--- config.mk ---
export PLATFORM = sky130hd
export DESIGN_NAME = ser_rx_fifo
export DESIGN_NICKNAME = d
export VERILOG_FILES = /design/src/rtl/ser_rx_fifo_pkg.sv /design/src/rtl/ser_fifo.sv /design/src/rtl/ser_rx_fifo.sv
export SDC_FILE = /design/constraint.sdc
export NUM_CORES = 1
export LEC_CHECK = 0
export ABC_AREA = 1
export BUFFER_PORTS_ARGS = -buffer_cell sky130_fd_sc_hd__buf_4
export CAP_MARGIN = 20
export CORE_MARGIN = 4
export CORE_UTILIZATION = 58
export CTS_BUF_LIST = sky130_fd_sc_hd__clkbuf_8
export DETAILED_ROUTE_END_ITERATION = 10
export GPL_ROUTABILITY_DRIVEN = 0
export GPL_TIMING_DRIVEN = 0
export PLACE_DENSITY = 0.84
export SYNTH_ARGS = -nofsm -noshare
export SYNTH_HDL_FRONTEND = slang
export SYNTH_SLANG_ARGS = --single-unit
--- constraint.sdc ---
create_clock -name clk -period 2.5 [get_ports clk]
set_input_delay 0.25 -clock clk [delete_from_list [all_inputs] [get_ports clk]]
set_output_delay 0.25 -clock clk [all_outputs]
set_load 0.05 [all_outputs]
--- src/rtl/ser_rx_fifo_pkg.sv ---
// Shared definitions for the serial receive/transmit blocks: FSM encodings,
// line/idle constants and bit-timer reload helpers.
package ser_rx_fifo_pkg;

    typedef enum logic [2:0] {
        IDLE    = 3'd0,
        START   = 3'd1,
        DATA    = 3'd2,
        STOP    = 3'd3,
        WAIT_HI = 3'd4
    } rx_state_e;

    localparam logic        LINE_IDLE  = 1'b1;
    localparam logic [7:0]  EMPTY_BYTE = 8'h00;
    localparam logic [15:0] CNT_ZERO   = 16'd0;
    localparam logic [15:0] CNT_ONE    = 16'd1;

    // Counters run down to zero inclusive, so each reload is one less than the
    // wanted interval; this keeps samples at exactly half a bit + n*bit_len.
    function automatic logic [15:0] half_bit_reload(input logic [15:0] bit_len);
        return (bit_len >> 1) - CNT_ONE;
    endfunction

    function automatic logic [15:0] full_bit_reload(input logic [15:0] bit_len);
        return bit_len - CNT_ONE;
    endfunction

endpackage

--- src/rtl/ser_fifo.sv ---
// Synchronous byte FIFO with show-ahead read; the head reads as zero when empty.
module ser_fifo
    import ser_rx_fifo_pkg::*;
#(
    parameter int DEPTH = 16,
    parameter int AW    = 4
) (
    input  logic          clk,
    input  logic          rst,
    input  logic          push,
    input  logic          pop,
    input  logic [7:0]    din,
    output logic [7:0]    dout,
    output logic          full,
    output logic          empty,
    output logic [AW:0]   level
);

    localparam logic [AW:0] PTR_ONE = (AW+1)'(1);

    logic [7:0]  mem [DEPTH];
    logic [AW:0] wr_ptr;
    logic [AW:0] rd_ptr;
    logic        pop_ok;
    logic        push_ok;

    // One extra pointer bit distinguishes full from empty; level is their difference.
    assign level   = wr_ptr - rd_ptr;
    assign empty   = (level == '0);
    assign full    = (level == (AW+1)'(DEPTH));
    assign pop_ok  = pop && !empty;
    assign push_ok = push && (!full || pop_ok);

    always_ff @(posedge clk) begin
        if (!rst) begin
            wr_ptr <= '0;
            rd_ptr <= '0;
        end else begin
            if (push_ok) wr_ptr <= wr_ptr + PTR_ONE;
            if (pop_ok)  rd_ptr <= rd_ptr + PTR_ONE;
        end
    end

    always_ff @(posedge clk) begin
        if (push_ok) mem[wr_ptr[AW-1:0]] <= din;
    end

    assign dout = empty ? EMPTY_BYTE : mem[rd_ptr[AW-1:0]];

endmodule

--- src/rtl/ser_rx_fifo.sv ---
// Buffered 8N1 serial receiver: oversampling bit timer, framing FSM and a
// byte FIFO with sticky frame-error and overrun flags.
module ser_rx_fifo
    import ser_rx_fifo_pkg::*;
#(
    parameter int DEPTH = 16,
    parameter int AW    = 4
) (
    input  logic          clk,
    input  logic          rst,
    input  logic [15:0]   bit_len,
    input  logic          read,
    input  logic          clr_err,
    input  logic          serial_in,
    output logic          ready,
    output logic [7:0]    data_out,
    output logic [AW:0]   level,
    output logic          frame_err,
    output logic          overrun
);

    logic        rx_meta;
    logic        rx_s;
    rx_state_e   state;
    rx_state_e   state_nxt;
    logic [15:0] cnt;
    logic [15:0] cnt_nxt;
    logic [2:0]  bit_idx;
    logic [2:0]  bit_idx_nxt;
    logic [7:0]  shift;
    logic [7:0]  shift_nxt;
    logic        cnt_done;
    logic        push;
    logic        set_ferr;
    logic        fifo_full;
    logic        fifo_empty;
    logic        drop;

    // Line synchroniser: presets to idle so reset never looks like a start bit.
    always_ff @(posedge clk) begin
        if (!rst) begin
            rx_meta <= LINE_IDLE;
            rx_s    <= LINE_IDLE;
        end else begin
            rx_meta <= serial_in;
            rx_s    <= rx_meta;
        end
    end

    always_ff @(posedge clk) begin
        if (!rst) begin
            state   <= IDLE;
            cnt     <= CNT_ZERO;
            bit_idx <= 3'd0;
        end else begin
            state   <= state_nxt;
            cnt     <= cnt_nxt;
            bit_idx <= bit_idx_nxt;
        end
    end

    always_ff @(posedge clk) begin
        shift <= shift_nxt;
    end

    assign cnt_done = (cnt == CNT_ZERO);

    always_comb begin
        state_nxt   = state;
        cnt_nxt     = cnt;
        bit_idx_nxt = bit_idx;
        shift_nxt   = shift;
        push        = 1'b0;
        set_ferr    = 1'b0;
        case (state)
            IDLE: begin
                if (!rx_s) begin
                    state_nxt = START;
                    cnt_nxt   = half_bit_reload(bit_len);
                end
            end
            START: begin
                if (!cnt_done) begin
                    cnt_nxt = cnt - CNT_ONE;
                end else if (!rx_s) begin
                    state_nxt   = DATA;
                    cnt_nxt     = full_bit_reload(bit_len);
                    bit_idx_nxt = 3'd0;
                end else begin
                    state_nxt = IDLE;
                end
            end
            DATA: begin
                if (!cnt_done) begin
                    cnt_nxt = cnt - CNT_ONE;
                end else begin
                    shift_nxt[bit_idx] = rx_s;
                    cnt_nxt            = full_bit_reload(bit_len);
                    if (bit_idx == 3'd7) state_nxt = STOP;
                    else                 bit_idx_nxt = bit_idx + 3'd1;
                end
            end
            STOP: begin
                if (!cnt_done) begin
                    cnt_nxt = cnt - CNT_ONE;
                end else if (rx_s) begin
                    push      = 1'b1;
                    state_nxt = IDLE;
                end else begin
                    set_ferr  = 1'b1;
                    state_nxt = WAIT_HI;
                end
            end
            WAIT_HI: begin
                // A held-low line (break) must return high before another start is accepted.
                if (rx_s) state_nxt = IDLE;
            end
            default: state_nxt = IDLE;
        endcase
    end

    assign drop = push && fifo_full && !(read && !fifo_empty);

    // Sticky flags: a new error in the same cycle as clr_err takes priority.
    always_ff @(posedge clk) begin
        if (!rst) begin
            frame_err <= 1'b0;
            overrun   <= 1'b0;
        end else begin
            if (set_ferr)     frame_err <= 1'b1;
            else if (clr_err) frame_err <= 1'b0;
            if (drop)         overrun   <= 1'b1;
            else if (clr_err) overrun   <= 1'b0;
        end
    end

    ser_fifo #(
        .DEPTH (DEPTH),
        .AW    (AW)
    ) u_fifo (
        .clk   (clk),
        .rst   (rst),
        .push  (push),
        .pop   (read),
        .din   (shift),
        .dout  (data_out),
        .full  (fifo_full),
        .empty (fifo_empty),
        .level (level)
    );

    assign ready = !fifo_empty;

endmodule
[Word-level counts from Yosys, hierarchy flattened]
Memory sizes are Yosys's and may differ from the RTL's. A register that Yosys moved wholly into a read port is not among the register bits.
Index checks and enable logic that the tools add are counted.
Storage, ports and cells
  output and inout port bits: 16
  logic and storage cells: 93
  register bits after elaboration: 44
  input port bits: 21
  memories kept: 1
  memory bits (writable): 128
Memory list
  u_fifo.mem: words 16, bits a word 8, rd ports 1, clocked after memory_dff 1, wr ports 1, line ser_fifo.sv:21  | logic [7:0] mem [DEPTH];
Operators by class
  equal/unequal tests: 16
  mux-type cells: 37
  reductions and logical operators: 20
  magnitude comparators: 2
  $add $sub $neg: 7
Operators with widths (count)
  $mux W16: 5
  $pmux W16 S4: 1
  $mux W3: 11
  $sub A16 B1 Y16 const B: 2
  $ne A2 B2 Y1 const B: 9
  $logic_not A16 Y1: 1
  $sub A15 B1 Y16 const B: 1
  $pmux W3 S5: 1
  $mux W1: 12
  $add A5 B1 Y5 const B: 2
  $bwmux W8: 1
  $mux W4: 2
  $mux W8: 1
  $eq A3 B2 Y1 const B: 2
  $eq A3 B3 Y1 const B: 2
  $pmux W3 S2: 1
  $reduce_and A6 Y1: 1
  $reduce_bool A2 Y1: 3
  $eq A5 B5 Y1 const B: 1
  $logic_and A1 B1 Y1: 5
  $logic_not A5 Y1: 1
  $reduce_and A5 Y1: 1
  $sub A5 B5 Y5: 1
  $lt A3 B4 Y1 const B: 1
  other kinds (12): 14

[Logic depth before layout (Yosys ltp)]
Gate-level depths: netlist of the first run.
  depth after elaboration: 8
  depth in mapped cells: 13
  gate-level depth less buffers: 13

[Cells and area by module]
Synthesis of the first run repeated with hierarchy kept, for this count alone.
Second synthesis, totals
  cells, all modules: 999
  area total of the unflattened synthesis: 8922.3 um2
By module, submodules not included
  ser_fifo: cells an instance 518, seq. area each 4124.0 um2, area an instance 5995.8 um2, instances 1
  ser_rx_fifo: cells an instance 481, seq. area each 760.7 um2, area an instance 2926.6 um2, instances 1

[Least setup slack after synthesis of the first run]
Ideal clock, no wire load.
  path kind: reg-to-output
  from: reg u_fifo.wr_ptr[0]
  to: out data_out[0]
  data arrival time: 3.292 ns
  path slack: -1.042 ns
  stages on the path, launching flop included: 13
  path buffers: 1
  required time: 2.250 ns
  cell sequence: dfxtp_1 inv_1 ha_1 inv_1 fa_1 xor2_1 nor2_1 nand2_1 nor2_2 nand2_2 buf_4 nand2_1 a31oi_1
Between the ends
  longest elaborated chain between the ends: 3
Ends and longest elaborated chain
  from (decl): line ser_fifo.sv:22  | logic [AW:0] wr_ptr;
  from (signal assigned): line ser_fifo.sv:39  | if (push_ok) wr_ptr <= wr_ptr + PTR_ONE;
  $sub A5 B5 Y5: line ser_fifo.sv:28  | assign level = wr_ptr - rd_ptr;
  named net level[2]: line ser_rx_fifo.sv:17  | output logic [AW:0] level,
  $logic_not A5 Y1: line ser_fifo.sv:29  | assign empty = (level == '0);
  $mux W8: line ser_fifo.sv:48  | assign dout = empty ? EMPTY_BYTE : mem[rd_ptr[AW-1:0]];
  to (decl): line ser_rx_fifo.sv:16  | output logic [7:0] data_out,
The timed path passes the listed nets, and every way through them passes these cells.

==> metrics.yaml, run 1 <==
clock_tree:
  path_clk_slew_ns: 0.10
  cts_buffers: 17
  cts_tree: "built"
  clk_latency_ns: 0.48
  cts_max_level: 4
  clk_root_buffer_cell: "clkbuf_8"
  cts_buffer_depth: 2
  clock_sinks: 176
status:
  outcome: "complete, but fails checks"
  violations: "design-rule violations, negative setup slack"
drt:
  met1Wirelength_um: 9930
  top_layer: "met4"
  route.met3.wl_um: 2820
  route.detailed.drc: 1
  routed_wl_um: 25600
  route.met2.wl_um: 11900
  ant_nets: 0
  dr.pass1.iters: 11
  via_count: 8141
  wl_per_cell_um: 19.0
  viasPerCell: 6.04
  drt_iter0_drc: 1301
place:
  place_ws_ns: -0.162
  io_buffer_count: 35
  place_inst: 1299
  placed_cell_area_um2: 9860
  hpwl_um: 16200
flow_run:
  maxCapViolations: 0
layout:
  final_util: 0.700
  n_fill_cell: 1118
  layout_common_cells: "288 x nand2_1, 137 x nand3_1, 136 x edfxtp_1"
  final_area_um2: 10700
  finalNonFillerCells: 1348
  antenna-diode-count: 0
  areaGrowthSynthToFinish_pct: 17.3
  nets: 1162
  layout_commonest_cell: "nand2_1"
  drive_above_1_share: 0.177
logic_synthesis:
  syn-mean-instance-area_um2: 8.68
  synthCells: 1053
  synth_warnings: 0
  yosysUniqueCellTypes: 40
  synth-seq-cells: 176
  syn_area_um2: 9140
  syn-num-nets: 1091
  synth-seq-area-share: 0.535
setup_path:
  cp.arrival_ns: 2.67
  cp_max_fo: 10
  critPathRequiredTime_ns: 2.25
  end_kind: "output port"
  startpoint_type: "flip-flop"
  crit_type: "flip-flop to output port"
grt:
  grt_pass1_wl_um: 38300
  grt_pass1_vias: 7322
  grt_antenna_before_repair: 0
  grt_overflow: 0
  groute.usage.overall: 0.276
  grt_max_degree: 20
timing:
  final_max_slew_viol_count: 0
  setup_viol: 14
  hold_viol: 0
  clock_skew_ns: 0.0133
  worst_pin_slew_ns: 0.717
  period_needed_ns: 2.92
  slew_headroom: 0.522
  clock.fmax_mhz: 342
  min_period_over_period: 1.17
  grt_setup_unrepaired: "yes"
  hold_ws_ns: 0.0390
  final.setup.worst_slack_ns: -0.423
floorplan:
  placement_rows: 45
  core-area_um2: 15300
  dieArea_um2: 17800
  die_x_um: 134
  start_util: 0.597
  ios: 37
  die_h_um: 134
hold_path:
  hold_class: "input pin to flip-flop"
pwr:
  p_per_area_nw_per_um2: 879
  p_leak_uw: 0.00422
  peakVddDrop_v: 0.000504
## power breakdown
group | internal, µW | switching [µW]
Sequential | 3250 | 213
Combinational | 1280 | 2670
Clock | 841 | 1170
Total | 5370 | 4050
## synthesized netlist by cell type, drive strengths merged
library cell	n	area, µm²
nand2	313	1240
nand3	140	723
dfxtp	40	801
clkinv	1	3.75
fa	1	20.0
a21oi	59	295
nor3	13	76.3
xor2	13	114
xnor2	4	35.0
and2	1	8.76
or2	5	31.3
a22oi	14	105
nor4	1	6.26
o21bai	4	30.0
nor2	134	624
ha	16	200
clkbuf	19	71.3
buf	17	111
o22ai	1	6.26
nand4	6	52.6
o2111a	1	11.3
inv	77	289
a31oi	8	50.1
o21ai	29	149
edfxtp	136	4080
## cell families (layout without fill, tap and decap cells)
family	after synthesis	count (layout)	synth area share
simple gates	613	613	0.302
buf+inv	114	198	0.0520
flops	176	176	0.535
compound gates	116	116	0.0708
fa+ha+maj	17	17	0.0241
xor+xnor	17	17	0.0163
## per-stage QoR
step	TNS (ns)	total power [µW]
global route	-10.0	9940
finish	-2.55	9420
detailed placement	-13.99	7160
global placement	-9.33	7080
floorplan	-1.09	6300
CTS	-1.82	9230
## repair_timing
| item | in CTS | in global routing |
|---|---|---|
| pin swaps | 2 | 6 |
| setup endpoints to repair | 137 | 137 |
| hold buffers | 1 | 0 |
| hold endpoints to repair | 1 | 0 |
| gates resized for setup | 51 | 7 |
| cloned | 1 | 0 |
| buffers inserted | 8 | 7 |
## path summary, 6_finish.rpt
path / slack [ns] / cells past startpoint / from / end
max reg2reg: 0 / 12 / u_fifo.wr_ptr[0] / u_fifo.mem[7][7]
min: 0.04 / 4 / clr_err / overrun
max: -0.42 / 7 / flip-flop / data_out[6]
min reg2reg: 0.42 / 1 / rx_meta / rx_s
## critical path: stages (launching register included)
cell,delay (ns)
dfxtp_1,0.35
inv_2,0.20
clkbuf_1,0.49
a21oi_1,0.22
a22oi_1,0.24
nand2_1,0.20
a31oi_4,0.31
buf_6,0.19
## area by class of cell
class | instances | area [µm²] | area share
Buffer | 36 | 198 | 0.0184
Clock buffer | 17 | 234 | 0.0218
Clock inverter | 15 | 170 | 0.0159
Inverter | 78 | 295 | 0.0276
Multi-Input combinational cell | 763 | 4130 | 0.385
Sequential cell | 176 | 4890 | 0.457
Tap cell | 211 | 264 | 0.0246
Timing Repair Buffer | 52 | 529 | 0.0494
## registers in the layout, summed over array words and instances (netlist names), named ones only
| register | flops |
|---|---|
| rx_s | 1 |
| cnt | 16 |
| overrun | 1 |
| rx_meta | 1 |
| shift | 8 |
| frame_err | 1 |
| bit_idx | 3 |
| u_fifo.rd_ptr | 5 |
| u_fifo.mem | 128 |
| state | 3 |
| u_fifo.wr_ptr | 5 |
## layer usage
layer	global-route usage	vias to the layer above
li1	-	3693
met2	0.441	593
met4	0.100	0
met3	0.0532	106
met5	0	-
met1	0.380	3749
(Power assumes the default switching activity.)
==> run 2, diff against run 1 <==
Settings changed: ABC_AREA 1 to default, RECOVER_POWER from default to 50.
==> run 2 against run 1 <==
The flow finishes with violations (negative setup slack). Cell count fell by 34%. Maximum frequency fell by 6.5%. Sequential cell count did not move. Critical path depth is 5 higher. First-iteration DRC count decreased by 38%. Total power down 4.4%. Clock-buffer cell count did not move. Die area fell by 8.8%. Area after synthesis shrank 9.4%. Setup slack got worse by 0.20 ns. Worst hold slack better by 0.034 ns.
==> metrics.yaml, run 2 <==
status:
  outcome: "complete, but fails checks"
  violations: "negative setup slack"
layout:
  layout_commonest_cell: "edfxtp_1"
  layout_common_cells: "136 x edfxtp_1, 40 x mux4_2, 36 x dfxtp_1"
  areaGrowthSynthToFinish_pct: 17.7
  drive_above_1_share: 0.287  # +0.111
  nets: 728  # -37%
  largest_reg_flops: 128  # unchanged
  antenna-diode-count: 0  # unchanged
logic_synthesis:
  synth_top_area_frac: 0.493  # +0.0461
  synthCells: 619  # -41%
  synth_ff_type: "edfxtp_1"
  synth_edf_count: 136  # unchanged
  syn_area_um2: 8280  # -9.4%
  yosysUniqueCellTypes: 63  # +57%
  synth_most_common_cell: "edfxtp_1"
  syn-num-nets: 657  # -40%
  yosysTopAreaCell: "edfxtp_1"
  syn-mean-instance-area_um2: 13.4  # +54%
  async_flop_share: 0  # unchanged
  synth-seq-cells: 176  # unchanged
  netlist_top_cells_area: "edfxtp_1 49%, mux4_2 11%, dfxtp_1 9.7%, ha_1 2.4%, a21oi_1 2.1%"
  synth_warnings: 0  # unchanged
  synth-seq-area-share: 0.590  # +0.0552
  synth_common_cells: "136 x edfxtp_1, 40 x dfxtp_1, 40 x mux4_2"
timing:
  final_max_slew_viol_count: 0  # unchanged
  clock.fmax_mhz: 320  # -6.5%
  min_period_over_period: 1.25  # +0.0811
  worst_pin_slew_ns: 0.740  # +0.0230 ns
  tns_ns: -74.49  # -71.94 ns
  clock_skew_ns: 0.0134  # +0.000174 ns
  setup_viol: 152  # +138
  grt_setup_unrepaired: "yes"
  hold_viol: 0  # unchanged
  period_needed_ns: 3.13  # +0.203 ns
  slew_headroom: 0.506  # -0.0153
  final.setup.worst_slack_ns: -0.626  # -0.203 ns
pwr:
  p_seq_frac: 0.360  # -0.007
  p_leak_uw: 0.00324  # -23%
  p_per_area_nw_per_um2: 924  # +5.1%
  netSwitchingFraction: 0.353  # -0.0768
  intPower_uw: 5820  # +8.5%
  p_comb_frac: 0.430  # +0.011
  peakVddDrop_v: 0.000988  # +96%
  p_total_uw: 9010  # -4.4%
  clock_power_share: 0.210  # -0.004
  power_switching_uw: 3180  # -21%
hold_path:
  hold_class: "input pin to flip-flop"
setup_path:
  path_buf_inv: 5  # +2
  crit_type: "flip-flop to output port"
  worst_path_max_delay_cell: "fa_2"
  critPathTopFamily: "adder cells"
  crit_path_cell_trace: "inv_4 -> ha_4 -> inv_2 -> fa_2 -> xor2_4 -> or3_4 -> a211o_1 -> a21oi_4 -> buf_12 -> buf_16 -> nor2b_4 -> buf_8"
  startpoint_type: "flip-flop"
  cp.arrival_ns: 2.88  # +0.21 ns
  cp_max_fo: 5  # -5
  end_kind: "output port"
  critPathRequiredTime_ns: 2.25  # about the same
  max_stage_delay_ns: 0.38  # -0.11 ns
drt:
  routed_wl_um: 19100  # -25%
  dr.pass1.iters: 5  # -6
  viasPerCell: 6.26  # +3.7%
  ant_nets: 0  # unchanged
  wl_per_cell_um: 21.6  # +14%
  drt_iter0_drc: 813  # -38%
  via_count: 5529  # -32%
  route.detailed.drc: 0  # -1
clock_tree:
  cts_max_level: 4  # unchanged
  path_clk_slew_ns: 0.09  # about the same
  cts_buffer_depth: 2  # unchanged
  cts_buffers: 17  # unchanged
  cts_tree: "built"
  clk_latency_ns: 0.45  # -0.03 ns
  clock_sinks: 176  # unchanged
  clk_root_buffer_cell: "clkbuf_8"
place:
  io_buffer_count: 32  # -8.6%
  hpwl_um: 12700  # -22%
grt:
  grt_pass1_vias: 5489  # -25%
  grt_pass1_wl_um: 29600  # -23%
  grt_overflow: 0  # unchanged
  grt_antenna_before_repair: 0  # unchanged
  grt_max_degree: 17  # -15%
  groute.usage.overall: 0.240  # -0.0358
floorplan:
  die_h_um: 127  # -4.5%
  die_x_um: 127  # -4.5%
  ios: 37  # unchanged
  core-area_um2: 13900  # -9.0%
  placement_rows: 43  # -4.4%
  start_util: 0.594  # -0.00224
  dieArea_um2: 16300  # -8.8%
flow_run:
  maxCapViolations: 0  # unchanged
==> run 2: cell types whose count changed after synthesis, moves of 11 or more <==
cell,change
and3_1,+17
inv_1,-49
a21oi_1,-24
nor2_1,-75
a22oi_1,-11
mux4_2,+40
nor2b_1,+14
nand3_1,-123
nor2_2,-12
nand2_1,-264
xnor2_1,+16
==> run 2: cells by family (layout without fill, tap and decap cells) <==
group	count (synthesis)	in the layout	share of synthesized area
mux	42	42	0.111
flops	176	176	0.590
fa+ha+maj	17	17	0.0266
compound gates	105	105	0.0795
xor+xnor	34	34	0.0360
simple gates	191	191	0.129
buf+inv	54	138	0.0275
==> run 2: stage by stage <==
step	hold slack (ns)	worst slack, ns	cell area [µm²]	util	instances
floorplan	0.351	-0.332	8480	-	619
global placement	0.416	-0.446	8940	0.642	831
detailed placement	0.405	-0.498	8940	0.642	831
CTS	0.0515	-0.742	9640	0.692	880
global route	0.0542	-0.732	9750	0.699	883
finish	0.0733	-0.626	9750	0.699	883
==> run 2: power by group through the flow <==
stage / sequential, µW / combinational [µW] / clock (µW)
after floorplan: 3280 / 2340 / 0
after global placement: 3300 / 2950 / 0
after detailed placement: 3300 / 3040 / 0
after CTS: 3240 / 3840 / 1910
after global routing: 3250 / 4080 / 2040
final: 3240 / 3870 / 1890
==> run 2: metal layers <==
metal | routed length [µm] | GRT usage | vias up
li1 | - | - | 2519
met1 | 7690 | 0.326 | 2725
met2 | 9710 | 0.398 | 251
met3 | 1240 | 0.0418 | 34
met4 | 435 | 0.0808 | 0
met5 | 0 | 0 | -
==> run 2: repair_timing <==
action	CTS	global route
endpoints found under the setup margin	153	156
setup buffers	13	5
hold buffers	1	0
hold endpoints to repair	1	0
gates resized for setup	47	26
pin swaps	19	14
gates cloned	3	1
==> run 2: worst reg2reg max path, cell delays in order, from the launching register on <==
cell and delay, ns:
dfxtp_4 0.36, inv_4 0.06, ha_4 0.13, inv_2 0.03, fa_2 0.38, xor2_4 0.17, or3_4 0.34, a211o_1 0.29
buf_4 0.15, buf_6 0.11, a211oi_4 0.31, nor2_4 0.11, buf_6 0.14, and3_4 0.22
==> run 2: final timing paths <==
path / end / from / cells past startpoint / slack (ns)
worst min-delay path: frame_err / clr_err / 3 / 0.07
worst max register to register: u_fifo.mem[0][3] / u_fifo.wr_ptr[0] / 13 / -0.56
worst max-delay path: data_out[2] / u_fifo.wr_ptr[0] / 12 / -0.63
worst min register to register: rx_s / rx_meta / 1 / 0.41
==> run 2: cell type report <==
type	instances	area, µm²
buffer	33	168
clock buffer	17	234
tap	180	225
inverter	20	81.3
multi-input combinational	389	3460
timing repair buffer	53	539
sequential	176	4890
fill	885	4190
clock inverter	15	145
